[config.mk]
export PLATFORM = sky130hd
export DESIGN_NAME = rf2p_mbank
export DESIGN_NICKNAME = d
export VERILOG_FILES = /design/src/rtl/rf2p_mbank_pkg.sv /design/src/rtl/rf2p_mbank_lane.sv /design/src/rtl/rf2p_mbank.sv
export SDC_FILE = /design/constraint.sdc
export NUM_CORES = 2
export LEC_CHECK = 0
export ABC_AREA = 1
export BUFFER_PORTS_ARGS = -buffer_cell sky130_fd_sc_hd__buf_2
export CAP_MARGIN = 20
export CELL_PAD_IN_SITES_DETAIL_PLACEMENT = 0
export CELL_PAD_IN_SITES_GLOBAL_PLACEMENT = 2
export CORE_ASPECT_RATIO = 0.75
export CORE_MARGIN = 5
export CORE_UTILIZATION = 39
export CTS_CLUSTER_DIAMETER = 50
export DETAILED_ROUTE_END_ITERATION = 10
export GPL_TIMING_DRIVEN = 0
export PLACE_DENSITY = 0.79
export SYNTH_ARGS = -nofsm -noshare
export SYNTH_HDL_FRONTEND = slang
export SYNTH_HIERARCHICAL = 1
export SYNTH_SLANG_ARGS = --single-unit
[constraint.sdc]
create_clock -name i_clk -period 1 [get_ports i_clk]
set_input_delay 0.1 -clock i_clk [delete_from_list [all_inputs] [get_ports i_clk]]
set_output_delay 0.1 -clock i_clk [all_outputs]
set_load 0.03 [all_outputs]
[src/rtl/rf2p_mbank_pkg.sv]
// rf2p_mbank_pkg
// Shared configuration for the masked multi-lane two-port register file:
//   - con_rw_e   : result returned by a read that hits the address being
//                  written in the same cycle (OLD / NEW / UNDEF)
//   - RLAT_MAX   : deepest supported read pipeline
//   - rlat_legal : elaboration-time legality check for the read latency
package rf2p_mbank_pkg;

  typedef enum logic [1:0] {
    OLD   = 2'd0,
    NEW   = 2'd1,
    UNDEF = 2'd2
  } con_rw_e;

  localparam int RLAT_MAX = 2;

  function automatic bit rlat_legal(input int rlat);
    return (rlat >= 1) && (rlat <= RLAT_MAX);
  endfunction

endpackage

[src/rtl/rf2p_mbank_lane.sv]
// rf2p_lane
// One lane of the register file: storage array, masked write, registered
// read and the same-address collision mux.
// Ports:
//   i_clk, i_rst_n      clock / async active-low reset (read register only)
//   i_read, i_raddr     read request and address
//   i_write, i_waddr    write request and address
//   i_wen               this lane's write-mask bit
//   i_wdata             this lane's write word
//   i_collide           shared same-address read/write detect from the top
//   o_rdata             registered read word (holds when no read)
module rf2p_lane
  import rf2p_mbank_pkg::*;
#(
  parameter int      DWD    = 16,
  parameter int      AWD    = 5,
  parameter con_rw_e CON_RW = OLD
) (
  input  logic           i_clk,
  input  logic           i_rst_n,
  input  logic           i_read,
  input  logic [AWD-1:0] i_raddr,
  input  logic           i_write,
  input  logic [AWD-1:0] i_waddr,
  input  logic           i_wen,
  input  logic [DWD-1:0] i_wdata,
  input  logic           i_collide,
  output logic [DWD-1:0] o_rdata
);

  localparam int DEPTH = 1 << AWD;

  logic [DWD-1:0] mem_q [DEPTH];
  logic [DWD-1:0] rdata_q, rdata_d;

  // Storage is deliberately not reset; only this lane's mask bit gates it.
  always_ff @(posedge i_clk) begin
    if (i_write && i_wen) begin
      mem_q[i_waddr] <= i_wdata;
    end
  end

  // The array read sees pre-write contents (the write lands at the same
  // edge), so OLD falls out naturally; NEW and UNDEF only override lanes
  // whose mask bit is set during a collision.
  always_comb begin
    rdata_d = rdata_q;
    if (i_read) begin
      rdata_d = mem_q[i_raddr];
      if (i_collide && i_wen) begin
        case (CON_RW)
          NEW:     rdata_d = i_wdata;
          UNDEF:   rdata_d = 'x;
          default: rdata_d = mem_q[i_raddr];
        endcase
      end
    end
  end

  always_ff @(posedge i_clk or negedge i_rst_n) begin
    if (!i_rst_n) begin
      rdata_q <= '0;
    end else begin
      rdata_q <= rdata_d;
    end
  end

  assign o_rdata = rdata_q;

endmodule

[src/rtl/rf2p_mbank.sv]
// rf2p_mbank
// Behavioural model of a masked multi-lane two-port register file: NBANK
// lanes of DWD-bit words sharing one read and one write address.
// Ports:
//   i_clk, i_rst_n      clock / async active-low reset (pipeline state only)
//   i_read, i_raddr     read request and shared read address
//   o_rdata             per-lane read data, valid when o_rvalid
//   o_rvalid            one-cycle strobe per read, RLAT cycles after request
//   i_write, i_waddr    write request and shared write address
//   i_wmsk              per-lane write enable
//   i_wdata             per-lane write data
//   o_collide           read hit the write address in its request cycle
module rf2p_mbank
  import rf2p_mbank_pkg::*;
#(
  parameter int      NBANK  = 4,
  parameter int      DWD    = 16,
  parameter int      AWD    = 5,
  parameter int      RLAT   = 1,
  parameter con_rw_e CON_RW = OLD
) (
  input  logic                       i_clk,
  input  logic                       i_rst_n,
  input  logic                       i_read,
  input  logic [AWD-1:0]             i_raddr,
  output logic [NBANK-1:0][DWD-1:0]  o_rdata,
  output logic                       o_rvalid,
  input  logic                       i_write,
  input  logic [AWD-1:0]             i_waddr,
  input  logic [NBANK-1:0]           i_wmsk,
  input  logic [NBANK-1:0][DWD-1:0]  i_wdata,
  output logic                       o_collide
);

  if (!rlat_legal(RLAT)) begin : g_rlat_err
    $error("RFCfg::ErrorRF: RLAT=%0d is not supported (1..%0d)", RLAT, RLAT_MAX);
  end

  logic                      collide;
  logic                      valid1_q, collide1_q;
  logic [NBANK-1:0][DWD-1:0] lane_rdata;

  // Collision is independent of the mask: an all-zero-mask write to the
  // read address still flags it.
  assign collide = i_read && i_write && (i_raddr == i_waddr);

  for (genvar k = 0; k < NBANK; k++) begin : g_lane
    rf2p_lane #(
      .DWD    (DWD),
      .AWD    (AWD),
      .CON_RW (CON_RW)
    ) u_lane (
      .i_clk     (i_clk),
      .i_rst_n   (i_rst_n),
      .i_read    (i_read),
      .i_raddr   (i_raddr),
      .i_write   (i_write),
      .i_waddr   (i_waddr),
      .i_wen     (i_wmsk[k]),
      .i_wdata   (i_wdata[k]),
      .i_collide (collide),
      .o_rdata   (lane_rdata[k])
    );
  end

  always_ff @(posedge i_clk or negedge i_rst_n) begin
    if (!i_rst_n) begin
      valid1_q   <= 1'b0;
      collide1_q <= 1'b0;
    end else begin
      valid1_q   <= i_read;
      collide1_q <= collide;
    end
  end

  if (RLAT == 2) begin : g_out_stage
    logic                      valid2_q, collide2_q;
    logic [NBANK-1:0][DWD-1:0] rdata2_q, rdata2_d;

    // Output register only reloads on a valid first stage so o_rdata holds
    // between reads, matching the single-stage behaviour one cycle later.
    always_comb begin
      rdata2_d = rdata2_q;
      if (valid1_q) begin
        rdata2_d = lane_rdata;
      end
    end

    always_ff @(posedge i_clk or negedge i_rst_n) begin
      if (!i_rst_n) begin
        valid2_q   <= 1'b0;
        collide2_q <= 1'b0;
        rdata2_q   <= '0;
      end else begin
        valid2_q   <= valid1_q;
        collide2_q <= collide1_q;
        rdata2_q   <= rdata2_d;
      end
    end

    assign o_rvalid  = valid2_q;
    assign o_collide = collide2_q;
    assign o_rdata   = rdata2_q;
  end else begin : g_no_out_stage
    assign o_rvalid  = valid1_q;
    assign o_collide = collide1_q;
    assign o_rdata   = lane_rdata;
  end

endmodule

==> key figures <==
Setup path
  • Critical Path Max Stage Delay: roughly 0.5 ns
  • Crit start category: flop
  • CP delay by family, top: flip-flops
  • WP depth: 1
  • Worst Setup End Kind: output port
  • WP data arrival: ~1.5 ns
  • WP buf/inv: 1
  • Crit path required time: approximately 0.90 ns
  • Worst R2R Path Depth: 8
  • Worst R2R End: g_lane[2].u_lane/o_rdata[9]
  • Worst Setup EP: o_rdata[45]
  • Worst R2R Setup Slack: -0.29 ns
  • Crit-path max FO: 2
  • Reg2Reg Launch Point: g_lane[2].u_lane/mem_q[11][9]
  • CP cell instances: buf_6
  • WS Path Type: flop to output port
  • Critical path's slowest cell: dfrtp_2
  • Crit path launch: g_lane[2].u_lane/o_rdata[13]

Status
  • Status: finished, violations left
  • Failing checks: hold timing, setup timing

Yosys
  • Post-Syn Area: 0.08606 mm²
  • Syn. warnings: 6
  • Synth Instances: 7,225
  • Syn avg cell area: around 12 µm²
  • #FFs+latches synth: around 2,100
  • Synthesized Nets: 7,307
  • Seq/Total Area, Yosys: 0.7338
  • Unique cell type count in the Yosys netlist: 17

Placement
  • Area after DPL: just over 0.09 mm²
  • GPL Wtd Cong: 0.9484
  • Placed wire-length estimate: approximately 190 mm
  • PortBufs: between 100 and 150

Floorplan
  • Die W: 552.4 µm
  • Starting density of the core: 0.3915
  • Die height: about 420 µm
  • Row cnt: around 150
  • Core Area: around 0.22 mm²
  • Io pins: about 150
  • Die Area: around 0.23 mm²

Power
  • Pleak: 40.19 nW
  • PwrDens: between 1500 and 2000 mW/mm²
  • Total power: roughly 200 mW
  • Peak VDD IR: 1.468 mV

Route
  • Total wire length: slightly below 300 mm
  • 1st-iter DRT viols: 7,009
  • DRC Markers: 0
  • Routed len/inst: 26.32 µm
  • Vias: 59,948
  • DRT antenna net count: 0
  • Vias per cell: between 5 and 6
  • Drt pass-1 iters: 6

GRT
  • First-pass GRT wire length: 408.1 mm
  • Vias in the first global route: between 50,000 and 60,000
  • Initial antenna violation count: 15
  • Met2 global-route usage: 0.3597
  • Largest net degree at the start of global routing: 45
  • Met1 Resource Use GR: 0.3688
  • Total grt overflow: 0
  • GRT Max-Usage Layer: met1
  • M3 GR Usage: 0.04988
  • GRT Util Overall: 0.2443

STA
  • Setup violations, final: 212
  • Final setup skew: around 0.038 ns
  • Slew Limit Fails: 0
  • TNS Setup: -49.35 ns
  • Fmax: 612.0 MHz
  • Worst setup margin: -0.6340 ns
  • Worst-Margin Slew: 0.9758 ns
  • Worst slew margin: 0.3495
  • Fin crit period: 1.634 ns
  • Unrepaired setup endpoints after global routing: yes
  • Fin. Hold Viols: 25
  • Final Hold Slack: -0.2762 ns
  • Final period util: 1.634

Clocking
  • Clock buffer count from CTS: 230
  • Root Driver: clkbuf_16
  • Worst skew pair latency: approximately 0.9 ns
  • CTS sink count: roughly 2,100
  • CTS H-tree lvls: 4
  • CTS tree: built
  • CTS clock-pin slew for the worst setup and hold paths: roughly 0.060 ns
  • Max clock buf depth: 4

Finish
  • Commonest cells after routing, fill and taps aside: 2,327 x nand2_1, 2,048 x edfxtp_1, 926 x nand3_1
  • Post-layout instance area: 0.1100 mm²
  • Area growth from synthesis to layout: 27.82%
  • Area of the multi-input gates: approximately 0.027 mm²
  • Fraction of layout cells with a size suffix above 1: 0.3062
  • Most common cell after layout, fill and taps aside: nand2_1
  • Register area: between 0.06 and 0.07 mm²
  • Nets: between 8,000 and 9,000
  • Fillers: about 19,000

Worst hold path
  • Hold crit path type: primary input to async pin

Run
  • Max-cap viol count: 0
## registers in the layout (all words and copies together) (netlist names)
signal / count
o_rvalid: 1
o_collide: 1
g_lane.u_lane/mem_q: 2048
g_lane.u_lane/o_rdata: 64
## cells in the mapped netlist
cell type	instances	area, µm²
nor2_2	1	6.260
xnor2_1	2	17.52
nand3_1	1776	8889
buf_1	52	195.2
buf_8	4	60.06
nand2_1	2703	10150
nor2_1	131	491.7
buf_12	4	80.08
edfxtp_1	2048	61500
buf_2	136	680.7
inv_2	4	15.01
clkbuf_1	44	165.2
inv_6	4	35.03
inv_1	46	172.7
buf_6	112	1261
dfrtp_1	66	1652
buf_4	92	690.7
## final cells by class
cell class,count,share of cell area
diodes,10,0.0002275
plain buffers,444,0.02936
clock buffers,277,0.05460
clock inverters,137,0.01093
inverters,54,0.002252
multi-input cells,4613,0.2471
flip-flops and latches,2114,0.5741
well taps,2944,0.03349
repair buffers,466,0.04796
## worst min-delay path by stage
stage,start,end,slack [ns]
after global placement,g_lane[0].u_lane/o_rdata[0],g_lane[0].u_lane/o_rdata[0],0.46
final,i_rst_n,g_lane[3].u_lane/o_rdata[4],-0.28
after detailed placement,i_rst_n,g_lane[0].u_lane/o_rdata[9],0.09
after CTS,i_rst_n,g_lane[3].u_lane/o_rdata[0],-0.32
after floorplan,i_rst_n,g_lane[0].u_lane/o_rdata[0],-0.20
after global routing,i_rst_n,g_lane[3].u_lane/o_rdata[2],-0.24
## through the flow
stage | setup WS [ns] | std cells | utilization | hold slack (ns)
global placement | -2.500 | 10316 | 0.4127 | 0.4607
global route | -0.6669 | 11053 | 0.5004 | -0.2393
CTS | -0.6810 | 11016 | 0.4881 | -0.3150
finish | -0.6340 | 11059 | 0.5005 | -0.2762
floorplan | -0.5419 | 7225 | - | -0.1956
detailed placement | -1.757 | 10424 | 0.4217 | 0.09408
## routing by layer
| metal | routed length [µm] | part of all wire | up-vias |
|---|---|---|---|
| li1 | - | - | 26839 |
| met1 | 129400 | 0.44 | 30017 |
| met2 | 125500 | 0.43 | 2626 |
| met3 | 27620 | 0.095 | 464 |
| met4 | 8538 | 0.029 | 2 |
| met5 | 13 | 0.000045 | - |
## where the power goes
| group | total (mW) | internal, mW | switching, mW | leakage, nW |
|---|---|---|---|---|
| clock | 82.4 | 47.2 | 35.2 | 3.53 |
| sequential | 98.5 | 98.1 | 0.421 | 19.2 |
| combinational | 19.1 | 5.66 | 13.5 | 17.4 |
| total | 200 | 151 | 49.1 | 40.2 |
## logic make-up (layout without fill, tap and decap cells)
group                  after synthesis  after routing  synth area share
AND/OR/NAND/NOR                   4611           4611            0.2270
flip-flops                        2114           2114            0.7338
buffers and inverters              498           1378           0.03899
XOR/XNOR                             2              2         0.0002036
other                                0             10                 0
## what timing repair did
item	4_1_cts	5_1_grt
endpoints found under the hold margin	2307	70
hold buffers	78	1
resized for setup	1243	531
buffers inserted	100	32
endpoints found under the setup margin	2176	1379
pin swaps	689	557
Note: power is estimated with default switching activity, not from simulation.
